`config.mk`:
```
export PLATFORM = sky130hd
export DESIGN_NAME = axi_lite_manager_flat
export DESIGN_NICKNAME = d
export VERILOG_FILES = /design/src/rtl/axi_lite_pkg.sv /design/src/rtl/axi4_if.sv /design/src/rtl/axi_lite_manager.sv /design/src/flat_wrapper.sv
export SDC_FILE = /design/constraint.sdc
export NUM_CORES = 1
export LEC_CHECK = 0
export CELL_PAD_IN_SITES_DETAIL_PLACEMENT = 0
export CELL_PAD_IN_SITES_GLOBAL_PLACEMENT = 1
export CORE_MARGIN = 1.5
export CORE_UTILIZATION = 30
export CTS_BUF_LIST = sky130_fd_sc_hd__clkbuf_16
export DETAILED_ROUTE_END_ITERATION = 8
export GPL_TIMING_DRIVEN = 0
export PLACE_DENSITY_LB_ADDON = 0.1
export SYNTH_ARGS = -nofsm -noshare
export SYNTH_HDL_FRONTEND = slang
export SYNTH_SLANG_ARGS = --single-unit
```
`constraint.sdc`:
```
create_clock -name ACLK -period 8.6 [get_ports ACLK]
set_input_delay 1.72 -clock ACLK [delete_from_list [all_inputs] [get_ports ACLK]]
set_output_delay 1.72 -clock ACLK [all_outputs]
set_load 0.005 [all_outputs]
```
`src/rtl/axi_lite_pkg.sv`:
```
// Shared AXI4-Lite types: response codes, manager FSM states, command record
// and a response-gating helper reused by managers, subordinates and benches.
package axi_lite_pkg;

   localparam int unsigned AXI_ADDR_W = 32;
   localparam int unsigned AXI_DATA_W = 64;
   localparam int unsigned AXI_ID_W   = 4;

   typedef enum logic [1:0] {
      OKAY   = 2'b00,
      EXOKAY = 2'b01,
      SLVERR = 2'b10,
      DECERR = 2'b11
   } resp_t;

   typedef enum logic [2:0] {
      IDLE    = 3'd0,
      WR_REQ  = 3'd1,
      WR_RESP = 3'd2,
      RD_REQ  = 3'd3,
      RD_RESP = 3'd4,
      RSP     = 3'd5
   } mgr_state_t;

   typedef struct packed {
      logic                    write;
      logic [AXI_ID_W-1:0]     id;
      logic [AXI_ADDR_W-1:0]   addr;
      logic [AXI_DATA_W-1:0]   wdata;
      logic [AXI_DATA_W/8-1:0] wstrb;
   } cmd_t;

   // A response whose ID does not match the issued one is reported as SLVERR.
   function automatic logic [1:0] gate_resp(input logic [1:0] resp, input logic id_ok);
      logic [1:0] out_v;
      if (id_ok) begin
         out_v = resp;
      end else begin
         out_v = SLVERR;
      end
      return out_v;
   endfunction

endpackage

```
`src/rtl/axi4_if.sv`:
```
// AXI4-Lite channel bundle with manager and subordinate views.
interface axi4_if #(
   parameter int unsigned ADDR_W = 32,
   parameter int unsigned DATA_W = 64,
   parameter int unsigned ID_W   = 4
);
   logic [ID_W-1:0]     awid;
   logic [ADDR_W-1:0]   awaddr;
   logic                awvalid;
   logic                awready;
   logic [DATA_W-1:0]   wdata;
   logic [DATA_W/8-1:0] wstrb;
   logic                wlast;
   logic                wvalid;
   logic                wready;
   logic [ID_W-1:0]     bid;
   logic [1:0]          bresp;
   logic                bvalid;
   logic                bready;
   logic [ID_W-1:0]     arid;
   logic [ADDR_W-1:0]   araddr;
   logic                arvalid;
   logic                arready;
   logic [ID_W-1:0]     rid;
   logic [DATA_W-1:0]   rdata;
   logic [1:0]          rresp;
   logic                rlast;
   logic                rvalid;
   logic                rready;

   modport manager_mp (
      output awid, awaddr, awvalid, input awready,
      output wdata, wstrb, wlast, wvalid, input wready,
      input bid, bresp, bvalid, output bready,
      output arid, araddr, arvalid, input arready,
      input rid, rdata, rresp, rlast, rvalid, output rready
   );

   modport subordinate_mp (
      input awid, awaddr, awvalid, output awready,
      input wdata, wstrb, wlast, wvalid, output wready,
      output bid, bresp, bvalid, input bready,
      input arid, araddr, arvalid, output arready,
      output rid, rdata, rresp, rlast, rvalid, input rready
   );
endinterface

```
`src/rtl/axi_lite_manager.sv`:
```
// Single-outstanding AXI4-Lite manager: cmd/rsp handshake to AXI read/write.
// Optional ID check of BID/RID against the issued ID: define AXI_MGR_IDCHK_EN.
module axi_lite_manager
   import axi_lite_pkg::*;
#(
   parameter int unsigned ADDR_W = 32,
   parameter int unsigned DATA_W = 64,
   parameter int unsigned ID_W   = 4
) (
   input  logic                ACLK,
   input  logic                ARESETn,
   input  logic                cmd_valid,
   output logic                cmd_ready,
   input  logic                cmd_write,
   input  logic [ID_W-1:0]     cmd_id,
   input  logic [ADDR_W-1:0]   cmd_addr,
   input  logic [DATA_W-1:0]   cmd_wdata,
   input  logic [DATA_W/8-1:0] cmd_wstrb,
   output logic                rsp_valid,
   input  logic                rsp_ready,
   output logic                rsp_write,
   output logic [ID_W-1:0]     rsp_id,
   output logic [1:0]          rsp_resp,
   output logic [DATA_W-1:0]   rsp_rdata,
`ifdef AXI_MGR_IDCHK_EN
   output logic                id_err,
`endif
   axi4_if.manager_mp          bus_ports
);

   mgr_state_t          state_r, state_n;
   logic [ID_W-1:0]     cmd_id_r, cmd_id_n;
   logic [ADDR_W-1:0]   cmd_addr_r, cmd_addr_n;
   logic [DATA_W-1:0]   cmd_wdata_r, cmd_wdata_n;
   logic [DATA_W/8-1:0] cmd_wstrb_r, cmd_wstrb_n;
   logic                aw_done_r, aw_done_n, w_done_r, w_done_n;
   logic                awvalid_r, awvalid_n, wvalid_r, wvalid_n;
   logic                bready_r, bready_n, arvalid_r, arvalid_n, rready_r, rready_n;
   logic                rsp_valid_r, rsp_valid_n, rsp_write_r, rsp_write_n;
   logic [ID_W-1:0]     rsp_id_r, rsp_id_n;
   logic [1:0]          rsp_resp_r, rsp_resp_n;
   logic [DATA_W-1:0]   rsp_rdata_r, rsp_rdata_n;
   logic                aw_hs_s, w_hs_s, b_hs_s, ar_hs_s, r_hs_s;
   logic                b_id_ok_s, r_id_ok_s;

   assign aw_hs_s = awvalid_r & bus_ports.awready;
   assign w_hs_s  = wvalid_r & bus_ports.wready;
   assign b_hs_s  = bready_r & bus_ports.bvalid;
   assign ar_hs_s = arvalid_r & bus_ports.arready;
   assign r_hs_s  = rready_r & bus_ports.rvalid;

`ifdef AXI_MGR_IDCHK_EN
   logic id_err_r, id_err_n;
   assign b_id_ok_s = (bus_ports.bid == cmd_id_r);
   assign r_id_ok_s = (bus_ports.rid == cmd_id_r);
   assign id_err    = id_err_r;
`else
   assign b_id_ok_s = 1'b1;
   assign r_id_ok_s = 1'b1;
`endif

   // Next-state and next-output computation for every registered signal.
   always_comb begin
      state_n     = state_r;
      cmd_id_n    = cmd_id_r;
      cmd_addr_n  = cmd_addr_r;
      cmd_wdata_n = cmd_wdata_r;
      cmd_wstrb_n = cmd_wstrb_r;
      aw_done_n   = aw_done_r;
      w_done_n    = w_done_r;
      awvalid_n   = awvalid_r;
      wvalid_n    = wvalid_r;
      bready_n    = bready_r;
      arvalid_n   = arvalid_r;
      rready_n    = rready_r;
      rsp_valid_n = rsp_valid_r;
      rsp_write_n = rsp_write_r;
      rsp_id_n    = rsp_id_r;
      rsp_resp_n  = rsp_resp_r;
      rsp_rdata_n = rsp_rdata_r;
`ifdef AXI_MGR_IDCHK_EN
      id_err_n    = id_err_r;
`endif
      case (state_r)
         IDLE: begin
            if (cmd_valid) begin
               cmd_id_n    = cmd_id;
               cmd_addr_n  = cmd_addr;
               cmd_wdata_n = cmd_wdata;
               cmd_wstrb_n = cmd_wstrb;
               if (cmd_write) begin
                  awvalid_n = 1'b1;
                  wvalid_n  = 1'b1;
                  state_n   = WR_REQ;
               end else begin
                  arvalid_n = 1'b1;
                  state_n   = RD_REQ;
               end
            end else begin
               state_n = IDLE;
            end
         end
         WR_REQ: begin
            // AW and W complete independently; each VALID drops after its own handshake.
            awvalid_n = awvalid_r & ~aw_hs_s;
            wvalid_n  = wvalid_r & ~w_hs_s;
            aw_done_n = aw_done_r | aw_hs_s;
            w_done_n  = w_done_r | w_hs_s;
            if (aw_done_n && w_done_n) begin
               aw_done_n = 1'b0;
               w_done_n  = 1'b0;
               bready_n  = 1'b1;
               state_n   = WR_RESP;
            end else begin
               state_n = WR_REQ;
            end
         end
         WR_RESP: begin
            if (b_hs_s) begin
               bready_n    = 1'b0;
               rsp_valid_n = 1'b1;
               rsp_write_n = 1'b1;
               rsp_id_n    = bus_ports.bid;
               rsp_resp_n  = gate_resp(bus_ports.bresp, b_id_ok_s);
               rsp_rdata_n = {DATA_W{1'b0}};
`ifdef AXI_MGR_IDCHK_EN
               id_err_n    = id_err_r | ~b_id_ok_s;
`endif
               state_n     = RSP;
            end else begin
               state_n = WR_RESP;
            end
         end
         RD_REQ: begin
            if (ar_hs_s) begin
               arvalid_n = 1'b0;
               rready_n  = 1'b1;
               state_n   = RD_RESP;
            end else begin
               state_n = RD_REQ;
            end
         end
         RD_RESP: begin
            if (r_hs_s) begin
               rready_n    = 1'b0;
               rsp_valid_n = 1'b1;
               rsp_write_n = 1'b0;
               rsp_id_n    = bus_ports.rid;
               rsp_resp_n  = gate_resp(bus_ports.rresp, r_id_ok_s);
               rsp_rdata_n = bus_ports.rdata;
`ifdef AXI_MGR_IDCHK_EN
               id_err_n    = id_err_r | ~r_id_ok_s;
`endif
               state_n     = RSP;
            end else begin
               state_n = RD_RESP;
            end
         end
         RSP: begin
            if (rsp_ready) begin
               rsp_valid_n = 1'b0;
               state_n     = IDLE;
            end else begin
               state_n = RSP;
            end
         end
         default: begin
            awvalid_n   = 1'b0;
            wvalid_n    = 1'b0;
            bready_n    = 1'b0;
            arvalid_n   = 1'b0;
            rready_n    = 1'b0;
            rsp_valid_n = 1'b0;
            state_n     = IDLE;
         end
      endcase
   end

   // State and output registers; reset is asynchronous and asserted high.
   always_ff @(posedge ACLK or posedge ARESETn) begin
      if (ARESETn) begin
         state_r     <= IDLE;
         cmd_id_r    <= {ID_W{1'b0}};
         cmd_addr_r  <= {ADDR_W{1'b0}};
         cmd_wdata_r <= {DATA_W{1'b0}};
         cmd_wstrb_r <= {(DATA_W/8){1'b0}};
         aw_done_r   <= 1'b0;
         w_done_r    <= 1'b0;
         awvalid_r   <= 1'b0;
         wvalid_r    <= 1'b0;
         bready_r    <= 1'b0;
         arvalid_r   <= 1'b0;
         rready_r    <= 1'b0;
         rsp_valid_r <= 1'b0;
         rsp_write_r <= 1'b0;
         rsp_id_r    <= {ID_W{1'b0}};
         rsp_resp_r  <= 2'b00;
         rsp_rdata_r <= {DATA_W{1'b0}};
`ifdef AXI_MGR_IDCHK_EN
         id_err_r    <= 1'b0;
`endif
      end else begin
         state_r     <= state_n;
         cmd_id_r    <= cmd_id_n;
         cmd_addr_r  <= cmd_addr_n;
         cmd_wdata_r <= cmd_wdata_n;
         cmd_wstrb_r <= cmd_wstrb_n;
         aw_done_r   <= aw_done_n;
         w_done_r    <= w_done_n;
         awvalid_r   <= awvalid_n;
         wvalid_r    <= wvalid_n;
         bready_r    <= bready_n;
         arvalid_r   <= arvalid_n;
         rready_r    <= rready_n;
         rsp_valid_r <= rsp_valid_n;
         rsp_write_r <= rsp_write_n;
         rsp_id_r    <= rsp_id_n;
         rsp_resp_r  <= rsp_resp_n;
         rsp_rdata_r <= rsp_rdata_n;
`ifdef AXI_MGR_IDCHK_EN
         id_err_r    <= id_err_n;
`endif
      end
   end

   assign cmd_ready = (state_r == IDLE);

   assign rsp_valid = rsp_valid_r;
   assign rsp_write = rsp_write_r;
   assign rsp_id    = rsp_id_r;
   assign rsp_resp  = rsp_resp_r;
   assign rsp_rdata = rsp_rdata_r;

   assign bus_ports.awid    = cmd_id_r;
   assign bus_ports.awaddr  = cmd_addr_r;
   assign bus_ports.awvalid = awvalid_r;
   assign bus_ports.wdata   = cmd_wdata_r;
   assign bus_ports.wstrb   = cmd_wstrb_r;
   assign bus_ports.wlast   = 1'b1;
   assign bus_ports.wvalid  = wvalid_r;
   assign bus_ports.bready  = bready_r;
   assign bus_ports.arid    = cmd_id_r;
   assign bus_ports.araddr  = cmd_addr_r;
   assign bus_ports.arvalid = arvalid_r;
   assign bus_ports.rready  = rready_r;

endmodule

```
`src/flat_wrapper.sv`:
```
// flat-port wrapper written by rule: the top's interface ports become plain ports
module axi_lite_manager_flat import axi_lite_pkg::*;
#(
   parameter int unsigned ADDR_W = 32,
   parameter int unsigned DATA_W = 64,
   parameter int unsigned ID_W   = 4
)
  (ACLK, ARESETn, cmd_valid, cmd_ready, cmd_write, cmd_id, cmd_addr, cmd_wdata, cmd_wstrb, rsp_valid, rsp_ready, rsp_write, rsp_id, rsp_resp, rsp_rdata, bus_ports_awid, bus_ports_awaddr, bus_ports_awvalid, bus_ports_awready, bus_ports_wdata, bus_ports_wstrb, bus_ports_wlast, bus_ports_wvalid, bus_ports_wready, bus_ports_bid, bus_ports_bresp, bus_ports_bvalid, bus_ports_bready, bus_ports_arid, bus_ports_araddr, bus_ports_arvalid, bus_ports_arready, bus_ports_rid, bus_ports_rdata, bus_ports_rresp, bus_ports_rlast, bus_ports_rvalid, bus_ports_rready);
  axi4_if #(.ADDR_W(ADDR_W), .DATA_W(DATA_W), .ID_W(ID_W)) bus_ports_i ();
  input  logic ACLK;
  input  logic ARESETn;
  input  logic cmd_valid;
  output logic cmd_ready;
  input  logic cmd_write;
  input  logic [ID_W-1:0] cmd_id;
  input  logic [ADDR_W-1:0] cmd_addr;
  input  logic [DATA_W-1:0] cmd_wdata;
  input  logic [DATA_W/8-1:0] cmd_wstrb;
  output logic rsp_valid;
  input  logic rsp_ready;
  output logic rsp_write;
  output logic [ID_W-1:0] rsp_id;
  output logic [1:0] rsp_resp;
  output logic [DATA_W-1:0] rsp_rdata;
  output wire logic [$bits(bus_ports_i.awid)-1:0] bus_ports_awid;
  output wire logic [$bits(bus_ports_i.awaddr)-1:0] bus_ports_awaddr;
  output wire logic [$bits(bus_ports_i.awvalid)-1:0] bus_ports_awvalid;
  input wire logic [$bits(bus_ports_i.awready)-1:0] bus_ports_awready;
  output wire logic [$bits(bus_ports_i.wdata)-1:0] bus_ports_wdata;
  output wire logic [$bits(bus_ports_i.wstrb)-1:0] bus_ports_wstrb;
  output wire logic [$bits(bus_ports_i.wlast)-1:0] bus_ports_wlast;
  output wire logic [$bits(bus_ports_i.wvalid)-1:0] bus_ports_wvalid;
  input wire logic [$bits(bus_ports_i.wready)-1:0] bus_ports_wready;
  input wire logic [$bits(bus_ports_i.bid)-1:0] bus_ports_bid;
  input wire logic [$bits(bus_ports_i.bresp)-1:0] bus_ports_bresp;
  input wire logic [$bits(bus_ports_i.bvalid)-1:0] bus_ports_bvalid;
  output wire logic [$bits(bus_ports_i.bready)-1:0] bus_ports_bready;
  output wire logic [$bits(bus_ports_i.arid)-1:0] bus_ports_arid;
  output wire logic [$bits(bus_ports_i.araddr)-1:0] bus_ports_araddr;
  output wire logic [$bits(bus_ports_i.arvalid)-1:0] bus_ports_arvalid;
  input wire logic [$bits(bus_ports_i.arready)-1:0] bus_ports_arready;
  input wire logic [$bits(bus_ports_i.rid)-1:0] bus_ports_rid;
  input wire logic [$bits(bus_ports_i.rdata)-1:0] bus_ports_rdata;
  input wire logic [$bits(bus_ports_i.rresp)-1:0] bus_ports_rresp;
  input wire logic [$bits(bus_ports_i.rlast)-1:0] bus_ports_rlast;
  input wire logic [$bits(bus_ports_i.rvalid)-1:0] bus_ports_rvalid;
  output wire logic [$bits(bus_ports_i.rready)-1:0] bus_ports_rready;
  assign bus_ports_awid = bus_ports_i.awid;
  assign bus_ports_awaddr = bus_ports_i.awaddr;
  assign bus_ports_awvalid = bus_ports_i.awvalid;
  assign bus_ports_i.awready = bus_ports_awready;
  assign bus_ports_wdata = bus_ports_i.wdata;
  assign bus_ports_wstrb = bus_ports_i.wstrb;
  assign bus_ports_wlast = bus_ports_i.wlast;
  assign bus_ports_wvalid = bus_ports_i.wvalid;
  assign bus_ports_i.wready = bus_ports_wready;
  assign bus_ports_i.bid = bus_ports_bid;
  assign bus_ports_i.bresp = bus_ports_bresp;
  assign bus_ports_i.bvalid = bus_ports_bvalid;
  assign bus_ports_bready = bus_ports_i.bready;
  assign bus_ports_arid = bus_ports_i.arid;
  assign bus_ports_araddr = bus_ports_i.araddr;
  assign bus_ports_arvalid = bus_ports_i.arvalid;
  assign bus_ports_i.arready = bus_ports_arready;
  assign bus_ports_i.rid = bus_ports_rid;
  assign bus_ports_i.rdata = bus_ports_rdata;
  assign bus_ports_i.rresp = bus_ports_rresp;
  assign bus_ports_i.rlast = bus_ports_rlast;
  assign bus_ports_i.rvalid = bus_ports_rvalid;
  assign bus_ports_rready = bus_ports_i.rready;
  axi_lite_manager #(.ADDR_W(ADDR_W), .DATA_W(DATA_W), .ID_W(ID_W)) u_core (.ACLK(ACLK), .ARESETn(ARESETn), .cmd_valid(cmd_valid), .cmd_ready(cmd_ready), .cmd_write(cmd_write), .cmd_id(cmd_id), .cmd_addr(cmd_addr), .cmd_wdata(cmd_wdata), .cmd_wstrb(cmd_wstrb), .rsp_valid(rsp_valid), .rsp_ready(rsp_ready), .rsp_write(rsp_write), .rsp_id(rsp_id), .rsp_resp(rsp_resp), .rsp_rdata(rsp_rdata), .bus_ports(bus_ports_i));
endmodule
```
==> results.md, run 1 <==
* Commonest non-fill, non-tap cells in the layout: 415 x clkdlybuf4s50_1, 190 x dfrtp_1, 108 x mux2_2, 67 x a22o_1, 41 x buf_4
* Clock-pin slew on the worst setup and hold paths at approximately 0.080 ns
* Max Clock Skew at about 0.019 ns
* TritonCTS Buffers at 17
* Port Buffer Count at 415
* Hold-fix buffers at CTS at 0
* R2R setup slack at about 6.7 ns
* Post-layout util at approximately 52%
* Via Count at a little under 6000
* Final Routed Wirelength at between 20000 and 25000 um
* Tcrit/Tclk final at a little over two fifths
* Final Hold Vio Count at 0
* Commonest non-fill, non-tap cell in the layout: clkdlybuf4s50_1
* Warnings from Yosys at 0
* Post-synth design cell area at 7540 um^2
* Synth top area share at a little over three fifths
* CP Capture Type: primary output
* # rows at 57
* Total power at 0.00443 W
* Syn Inst Count at 520
* Reg-to-Reg Start: u_core.bus_ports.bready
* Startpoint types: register
* Pwr dens at ~350 nW/um^2
* Worst reg2reg path depth at 5
* Total core area at 24500 um^2
* Syn Nets at just over 700
* Min-delay src: u_core.rsp_id[1]
* Mean post-synth cell area at 14.5 um^2
* Arr. time, crit path at slightly below 2 ns
* Final-layout fill cell count at about 2200
* TritonCTS clock tree: built
* Vias in the first global route at 5950
* Setup ws final at a little under 5 ns
* Cts repair resizes at 0
* Pre-CTS setup slack at between 4 and 5 ns
* Synth Flop Type: dfrtp_1
* RSZ-0062 raised after global routing: no
* Drt wl/cell at about 19 um
* Slew @ Worst Pin at roughly 0.74 ns
* End of the worst hold path: u_core.rsp_id[1]
* Die height at 162 um
* # clock sinks at between 150 and 200
* Synth cell types at 37
* I/O pin count at around 420
* Mean number of vias per cell at between 4 and 5
* Final GP Congestion at between 0.7 and 0.8
* Initial DRC count at 242
* Hold Path Class: reg -> reg
* Layout Area Growth over Synthesis at 69.2%
* Worst slew margin relative to its limit at about 50%
* Pins Over Slew Limit at 0
* First-pass GRT wire length at between 30000 and 40000 um
* Die area at about 26000 um^2
* Worst vdd ir at ~130 uV
* Cell taking the most area after synthesis: dfrtp_1
* Worst-case clock buffer depth at 2
* Ratio of cells with drive above 1 in the final layout at between 20 and 25%
* F_max at roughly 270 MHz
* GRT Total Usage at between 10% and 20%
* Post-route DRC at 0
* Critical Path RT at approximately 7 ns
* CP max FO at 10
* R2R Path End: u_core.state_r[0]
* CTS root buf: clkbuf_16
* Starting Density at a little under a third
* Leak at 5.47 nW
* EDFF count, synth at 0
* CTS HTree Levels at 4
* Hpwl dp at between 15000 and 20000 um
* # setup viols final at 0
* Outcome: completed
* Layout Nets at around 1200
* DIE WIDTH at 162 um
* CP Class: reg -> out
* Total grt overflow at 0
* Post-synthesis sequential area ratio at 63.1%
* Antenna viol nets, final at 0
* Ys async rst share at 100%
* Clk_lat worst skew at 0.43 ns
* Max_cap viols at 0
* Initial antenna violation count at 0
* Post-CTS Setup Inserts at 0
* Hold WS at roughly 0.49 ns
* Largest net degree at the start of global routing at 104
* Synthesized flop and latch total at 190
* Hold path depth at 2
* Pre-Repair DR Iteration Count at 4
* Minimum clock period after layout at roughly 3.7 ns
* Ranking of synthesized cells by area: dfrtp_1 63%, mux2_2 16%, a22o_1 7.8%
==> Yosys cell counts, types with 2 or more instances <==
library cell,instances
mux2_2,108
mux2i_1,7
nand2b_1,2
a22o_1,67
or2_2,2
a21oi_1,7
clkbuf_1,2
a211oi_1,2
nor3b_1,2
nor2_1,4
dfrtp_1,190
o21ai_0,15
ha_1,3
inv_1,8
buf_4,41
buf_2,25
nand2_1,13
nor3_1,2
a31oi_1,2
==> metrics by stage <==
stage	TNS (ns)	area [um^2]	std cells
global route	0	12700	1292
CTS	0	12700	1292
floorplan	0	7540	520
global placement	-240.56	12100	1259
finish	0	12800	1293
detailed placement	0	12100	1260
==> worst max-delay path, stage by stage, from the launching register on <==
cell and delay, ns:
dfrtp_1 0.47, clkbuf_1 0.25, nor3_1 0.27, clkdlybuf4s50_1 0.57
==> flip-flops by register name, summed over array words and instances, names as in the netlist <==
register                  flops
u_core.w_done_r               1
u_core.rsp_write              1
u_core.state_r                3
u_core.bus_ports.wdata       64
u_core.bus_ports.arvalid      1
u_core.bus_ports.rready       1
u_core.rsp_resp               2
u_core.bus_ports.wstrb        8
u_core.bus_ports.bready       1
u_core.bus_ports.awvalid      1
u_core.rsp_id                 4
u_core.aw_done_r              1
u_core.bus_ports.araddr      32
u_core.bus_ports.wvalid       1
u_core.rsp_valid              1
u_core.rsp_rdata             64
u_core.bus_ports.arid         4
==> logic make-up after synthesis <==
logic type      count (synthesis)  share of synthesized area, %
flops                         190                          63.1
fa+ha+maj                       3                         0.498
simple gates                   35                          2.57
mux                           115                          17.1
buf+inv                        76                          6.24
compound gates                100                          10.5
other cells                     1                        0.0498
==> worst max-delay path by stage <==
stage	start	endpoint	slack [ns]
3_3_place_gp	ARESETn	u_core.rsp_rdata[3]	-1.28
5_1_grt	u_core.state_r[2]	cmd_ready	4.79
4_1_cts	u_core.state_r[2]	cmd_ready	4.89
3_5_place_dp	bus_ports_bvalid	u_core.state_r[0]	4.96
6_report	u_core.state_r[2]	cmd_ready	4.90
2_1_floorplan	ARESETn	u_core.aw_done_r	1.71
==> power breakdown <==
group | internal [W] | switching [W]
Clock | 0.000422 | 0.000395
Sequential | 0.00131 | 0.000254
Combinational | 0.00141 | 0.000635
Total | 0.00314 | 0.00128
==> cell type report <==
type / instances / area [um^2] / share of cell area, %
clock inverters: 15 / 191 / 1.50
diodes: 1 / 2.50 / 0.0196
well taps: 324 / 405 / 3.18
plain buffers: 68 / 440 / 3.45
repair buffers: 416 / 4180 / 32.8
inverters: 8 / 37.5 / 0.294
multi-input cells: 254 / 2310 / 18.1
clock buffers: 17 / 425 / 3.34
flip-flops and latches: 190 / 4750 / 37.3
==> metal layers <==
metal	share of wire [%]	vias to the layer above	GRT usage, %
li1	-	2720	-
met1	39	2777	22.1
met2	51	258	32.3
met5	0	-	0
met4	1.3	0	5.18
met3	8.3	16	6.16
Note: power is estimated with default switching activity, not from simulation.
==> inputs of run 2 (changes only) <==
--- a/config.mk
+++ b/config.mk
@@ -8,7 +8,7 @@
 export CELL_PAD_IN_SITES_DETAIL_PLACEMENT = 0
 export CELL_PAD_IN_SITES_GLOBAL_PLACEMENT = 1
 export CORE_MARGIN = 1.5
-export CORE_UTILIZATION = 30
+export CORE_UTILIZATION = 27
 export CTS_BUF_LIST = sky130_fd_sc_hd__clkbuf_16
 export DETAILED_ROUTE_END_ITERATION = 8
 export GPL_TIMING_DRIVEN = 0
==> constraint.sdc (replaced) <==
create_clock -name ACLK -period 3.05 [get_ports ACLK]
set_input_delay 0.61 -clock ACLK [delete_from_list [all_inputs] [get_ports ACLK]]
set_output_delay 0.61 -clock ACLK [all_outputs]
set_load 0.005 [all_outputs]
==> run 2 against run 1 <==
Global-route usage down 1.5 points; utilization is 5.0 points lower; clock-buffer cell count did not move; clock skew is 0.0032 ns lower; cell area grew 0.49%; sequential share of layout area down 0.18 points; first-iteration DRC count down 20%; critical path depth is the same.
==> results.md, run 2 (synthesis results as in run 1) <==
* Final Routed Wirelength at 25000 um (+2.9%)
* Switching part of the total at 29.0% (about the same)
* RSZ-0062 raised after global routing: no
* Worst reg2reg path depth at 4 (-1)
* Clock-pin slew on the worst setup and hold paths at 0.07 ns (about the same)
* Hold-fix buffers at CTS at 0 (unchanged)
* Arr. time, crit path at 2.01 ns (+0.03 ns)
* Total grt overflow at 0 (unchanged)
* First-pass GRT wire length at 36900 um (+0.36%)
* Seq pwr share at 35.8% (+0.5 points)
* Layout Nets at 1157 (+0.35%)
* Critical Path RT at 2.44 ns (-4.44 ns)
* Clock share of power at 17.3% (-1.2 points)
* DIE WIDTH at 170 um (+5.3%)
* Vias in the first global route at 5820 (-2.2%)
* Ratio of cells with drive above 1 in the final layout at 22.1% (+0.12 points)
* Final Hold Vio Count at 0 (unchanged)
* TritonCTS clock tree: built
* Reg-to-Reg Start: u_core.state_r[0]
* I/O pin count at 418 (unchanged)
* Outcome: completed
* Number of diodes at 0 (-1)
* Via Count at 5789 (+0.31%)
* Max_cap viols at 0 (unchanged)
* Worst vdd ir at 352 uV (+180%)
* Startpoint types: register
* R2R Path End: u_core.bus_ports.araddr[25]
* GRT Total Usage at 17.2% (-1.5 points)
* Tcrit/Tclk final at a little under nine tenths
* Mean number of vias per cell at 4.31 (-3.5%)
* Register area at 4750 um^2 (unchanged)
* Initial DRC count at 194 (-20%)
* Logic pwr share at 46.9% (+0.7 points)
* Layout Area Growth over Synthesis at 70.0%
* Pwr dens at 962 nW/um^2 (+180%)
* Pre-Repair DR Iteration Count at 4 (unchanged)
* CP max FO at 10 (unchanged)
* Hpwl dp at 19500 um (+5.1%)
* Die height at 170 um (+5.3%)
* Max Used Layer: met4
* Worst Setup EP: cmd_ready
* Drt wl/cell at 18.6 um (-0.98%)
* Met1 WL at 9960 um (+4.6%)
* R2R setup slack at 1.16 ns (-5.55 ns)
* Slew @ Worst Pin at 0.846 ns (+0.103 ns)
* F_max at ~380 MHz
* Minimum clock period after layout at 2.62 ns
* Final GP Congestion at 0.726 (-2.9%)
* Worst slew margin relative to its limit at 43.5% (-6.9 points)
* Area of the multi-input gates at 2310 um^2 (unchanged)
* Total core area at 27200 um^2 (+11%)
* Final-layout fill cell count at 2586 (+17%)
* Max Clock Skew at 0.0155 ns (-0.00322 ns)
* WL met3 at 2200 um (+9.2%)
* Fin Setup TNS at 0 ns (unchanged)
* # clock sinks at 190 (unchanged)
* Pint at 0.00875 W (+180%)
* Setup ws final at 0.427 ns (-4.48 ns)
* Pre-CTS setup slack at 0.464 ns (-4.50 ns)
* CP Class: reg -> out
* Met2 WL post-DR at 12600 um (+1.4%)
* Clk_lat worst skew at 0.43 ns (about the same)
* Antenna viol nets, final at 0 (unchanged)
* Die area at 28900 um^2 (+11%)
* CTS root buf: clkbuf_16
* Starting Density at 27.7% (-3.1 points)
* Pins Over Slew Limit at 0 (unchanged)
* Post-route DRC at 0 (unchanged)
* CTS HTree Levels at 4 (unchanged)
* Hold Path Class: reg -> reg
* Commonest non-fill, non-tap cell in the layout: clkdlybuf4s50_1
* Crit. Startpoint: u_core.state_r[2]
* Sw Pwr at 0.00358 W (+180%)
* Worst-case clock buffer depth at 2 (unchanged)
* # setup viols final at 0 (unchanged)
* # rows at 60 (+5.3%)
* Total power at 0.0123 W (+180%)
* Cts repair resizes at 0 (unchanged)
* Initial antenna violation count at 0 (unchanged)
* TritonCTS Buffers at 17 (unchanged)
* Commonest non-fill, non-tap cells in the layout: 415 x clkdlybuf4s50_1, 190 x dfrtp_1, 108 x mux2_2, 67 x a22o_1, 41 x buf_4
* Largest net degree at the start of global routing at 40 (-62%)
* Post-CTS Setup Inserts at 0 (unchanged)
* Leak at 5.47 nW (-0.11%)
* CP Capture Type: primary output
* Port Buffer Count at 415 (unchanged)
## run 2: cell count changes in the layout (fill, tap and decap cells not counted), sizes merged
cell,delta
buf,+4
bufinv,-1
clkinvlp,+3
diode,-1
inv,-2
## run 2: worst min path at each step
stage	startpoint	cells after the start	slack (ns)	end
after global routing	u_core.rsp_id[1]	2	0.50	u_core.rsp_id[1]
after detailed placement	u_core.rsp_id[1]	2	0.47	u_core.rsp_id[1]
after floorplan	u_core.rsp_id[0]	2	0.47	u_core.rsp_id[0]
after CTS	u_core.rsp_id[1]	2	0.49	u_core.rsp_id[1]
final	u_core.rsp_id[0]	2	0.48	u_core.rsp_id[0]
after global placement	u_core.rsp_id[0]	2	0.46	u_core.rsp_id[0]
## run 2: worst max-delay path: stages (launching register included)
cell             delay (ns)
dfrtp_1                0.47
clkbuf_1               0.25
nor3_1                 0.28
clkdlybuf4s50_1        0.58
## run 2: layout make-up
cell class / count / share of cell area, %
sequential: 190 / 37.1
clock inverter: 15 / 0.996
multi-input combinational: 254 / 18.0
inverter: 8 / 0.264
clock buffer: 17 / 3.32
timing repair buffer: 420 / 33.2
buffer: 68 / 3.44
tap: 372 / 3.63
## run 2: metal layers
metal	vias up	GRT usage, %
li1	2722	-
met2	258	29.5
met4	0	4.04
met1	2798	20.4
met3	11	6.49
met5	-	0
## run 2: power groups by stage
stage               Sequential, W  Combinational, W  Clock [W]
CTS                       0.00443           0.00589    0.00222
finish                    0.00441           0.00578    0.00213
global route              0.00458           0.00620    0.00234
detailed placement        0.00444           0.00589          0
floorplan                 0.00447           0.00214          0
global placement          0.00445           0.00583          0
## run 2: metrics by stage
| stage | hold slack, ns | cell area [um^2] | std cells | utilization [%] |
|---|---|---|---|---|
| after global placement | 0.465 | 12200 | 1307 | 44.7 |
| after detailed placement | 0.470 | 12300 | 1312 | 45.1 |
| after global routing | 0.498 | 12800 | 1344 | 47.2 |
| after floorplan | 0.473 | 7540 | 520 | - |
| after CTS | 0.488 | 12800 | 1344 | 47.2 |
| final | 0.481 | 12800 | 1344 | 47.2 |
==> inputs of run 3 (changes only) <==
--- a/config.mk
+++ b/config.mk
@@ -13,6 +13,8 @@
 export DETAILED_ROUTE_END_ITERATION = 8
 export GPL_TIMING_DRIVEN = 0
 export PLACE_DENSITY_LB_ADDON = 0.1
+export SETUP_SLACK_MARGIN = 0.1
+export SLEW_MARGIN = 20
 export SYNTH_ARGS = -nofsm -noshare
 export SYNTH_HDL_FRONTEND = slang
 export SYNTH_SLANG_ARGS = --single-unit
==> run 3 against run 2 <==
Sequential share of layout area barely moved; cell area rose by 0.13%; global-route usage rose by 0.28 points; clock power barely moved; flip-flop and latch count did not move; utilization rose by 0.060 points; critical path type unchanged; largest cell class unchanged; highest routed layer unchanged.
==> results.md, run 3 (synthesis results as in run 1) <==
* Outcome: completed
* # setup viols final at 0 (unchanged)
* R2R Path End: u_core.bus_ports.wdata[9]
* Hold path depth at 2 (unchanged)
* Setup ws final at 0.414 ns (-0.0127 ns)
* Pins Over Slew Limit at 0 (unchanged)
* Worst slew margin relative to its limit at 45.7% (+2.3 points)
* Critical Path RT at 2.44 ns (about the same)
* Commonest non-fill, non-tap cells in the layout: 415 x clkdlybuf4s50_1, 190 x dfrtp_1, 108 x mux2_2, 67 x a22o_1, 41 x buf_4
* Final Hold Vio Count at 0 (unchanged)
* Post-CTS Setup Inserts at 0 (unchanged)
* Port Buffer Count at 415 (unchanged)
* Worst path cell trace: clkbuf_1 -> nor3_1 -> clkdlybuf4s50_1
* CTS HTree Levels at 4 (unchanged)
* F_max at 379 MHz (-0.48%)
* Final Routed Wirelength at 25400 um (+1.4%)
* R2R setup slack at 1.14 ns (-0.02 ns)
* Minimum clock period after layout at 2.64 ns (+0.0127 ns)
* Die height at 170 um (unchanged)
* Worst reg2reg path depth at 4 (unchanged)
* Worst path buffer plus inverter count at 2 (unchanged)
* Drt wl/cell at 18.8 um (+1.3%)
* Hold Path Class: reg -> reg
* Total core area at 27200 um^2 (unchanged)
* Startpoint types: register
* TritonCTS clock tree: built
* CTS root buf: clkbuf_16
* Initial DRC count at 163 (-16%)
* Final GP Congestion at 0.726 (unchanged)
* Via Count at 5802 (+0.22%)
* Number of diodes at 0 (unchanged)
* CP Class: reg -> out
* CP max FO at 10 (unchanged)
* Post-layout util at 47.2% (+0.060 points)
* Total grt overflow at 0 (unchanged)
* TritonCTS Buffers at 17 (unchanged)
* First-pass GRT wire length at 37700 um (+2.2%)
* Layout Nets at 1158 (+0.086%)
* Clk_lat worst skew at 0.43 ns (about the same)
* Ratio of cells with drive above 1 in the final layout at 22.2% (+0.080 points)
* RSZ-0062 raised after global routing: no
* Final non-filler cell total at 1345 (+0.074%)
* Crit-path max cell delay at 0.58 ns (about the same)
* Post-route DRC at 0 (unchanged)
* Hpwl dp at 19700 um (+0.85%)
* DIE WIDTH at 170 um (unchanged)
* Pwr dens at 964 nW/um^2 (+0.19%)
* Clock-pin slew on the worst setup and hold paths at 0.07 ns (about the same)
* Slew @ Worst Pin at 0.812 ns (-0.0338 ns)
* Slowest CP cell: clkdlybuf4s50_1
* CP delay by family, top: buffers and inverters
* Antenna viol nets, final at 0 (unchanged)
* Worst vdd ir at 373 uV (+6.2%)
* I/O pin count at 418 (unchanged)
* Pre-CTS setup slack at 0.483 ns (+0.0193 ns)
* GRT Total Usage at 17.5% (+0.28 points)
* Arr. time, crit path at 2.03 ns (+0.02 ns)
* Largest net degree at the start of global routing at 33 (-18%)
* End of the worst hold path: u_core.rsp_id[0]
* Max Clock Skew at 0.0118 ns (-0.00370 ns)
* Min-delay src: u_core.rsp_id[0]
* Tcrit/Tclk final at 86.4% (+0.42 points)
* Commonest non-fill, non-tap cell in the layout: clkdlybuf4s50_1
* # rows at 60 (unchanged)
* CP Capture Type: primary output
* Worst-case clock buffer depth at 2 (unchanged)
* Placed cell count at 1313 (+0.076%)
* Mean number of vias per cell at 4.31 (+0.15%)
* Max_cap viols at 0 (unchanged)
* Hold-fix buffers at CTS at 0 (unchanged)
* Reg-to-Reg Start: u_core.state_r[0]
* Initial antenna violation count at 0 (unchanged)
* # clock sinks at 190 (unchanged)
* Pre-Repair DR Iteration Count at 4 (unchanged)
* Vias in the first global route at 5811 (-0.15%)
* Hold WS at 0.482 ns (+0.00116 ns)
* Cts repair resizes at 0 (unchanged)
* Leak at 5.49 nW (+0.37%)
* Starting Density at 27.7% (unchanged)
* Layout Area Growth over Synthesis at 70.2%
* Die area at 28900 um^2 (unchanged)
[run 3: cell count changes in the layout (fill, tap and decap cells not counted)]
cell	before	now
clkinv_1	2	0
inv_1	7	9
buf_12	5	6
clkinv_8	1	0
clkinvlp_4	3	2
inv_6	5	6
inv_8	2	3
[run 3: tightest hold or removal path, stage by stage (launching register included)]
cell and delay, ns:
dfrtp_1 0.34, nand2_1 0.04, o21ai_0 0.06
[run 3: worst max-delay path by stage]
stage / from / endpoint / depth (start not counted)
after floorplan: ARESETn / u_core.aw_done_r / 1
after global placement: ARESETn / u_core.bus_ports.wdata[53] / 2
after detailed placement: cmd_valid / u_core.bus_ports.araddr[25] / 5
after CTS: u_core.state_r[2] / cmd_ready / 3
after global routing: u_core.state_r[2] / cmd_ready / 3
final: u_core.state_r[2] / cmd_ready / 3
[run 3: final cells by class]
cell class,count,area [um^2]
clock inverter,15,124
fill,2597,14300
multi-input combinational,254,2310
buffer,68,440
timing repair buffer,421,4270
inverter,8,33.8
tap,372,465
sequential,190,4750
clock buffer,17,425
[run 3: where the power goes]
group	internal [W]	switching (W)	total (W)
Clock	0.00107	0.00107	0.00215
Sequential	0.00369	0.000726	0.00442
Combinational	0.00399	0.00181	0.00580
[run 3: metal layers]
metal	vias up	track usage (%)	share of wire [%]
met3	15	5.95	8.5
met2	253	29.4	49
met4	0	4.66	1.3
met1	2805	21.4	41
li1	2729	-	-
met5	-	0	0
[run 3: through the flow]
| stage | power [W] | cell area [um^2] | TNS [ns] |
|---|---|---|---|
| 2_1_floorplan | 0.00661 | 7540 | -1.61 |
| 3_3_place_gp | 0.0103 | 12200 | -346.93 |
| 3_5_place_dp | 0.0103 | 12300 | 0 |
| 4_1_cts | 0.0126 | 12800 | 0 |
| 5_1_grt | 0.0131 | 12800 | 0 |
| 6_report | 0.0124 | 12800 | 0 |
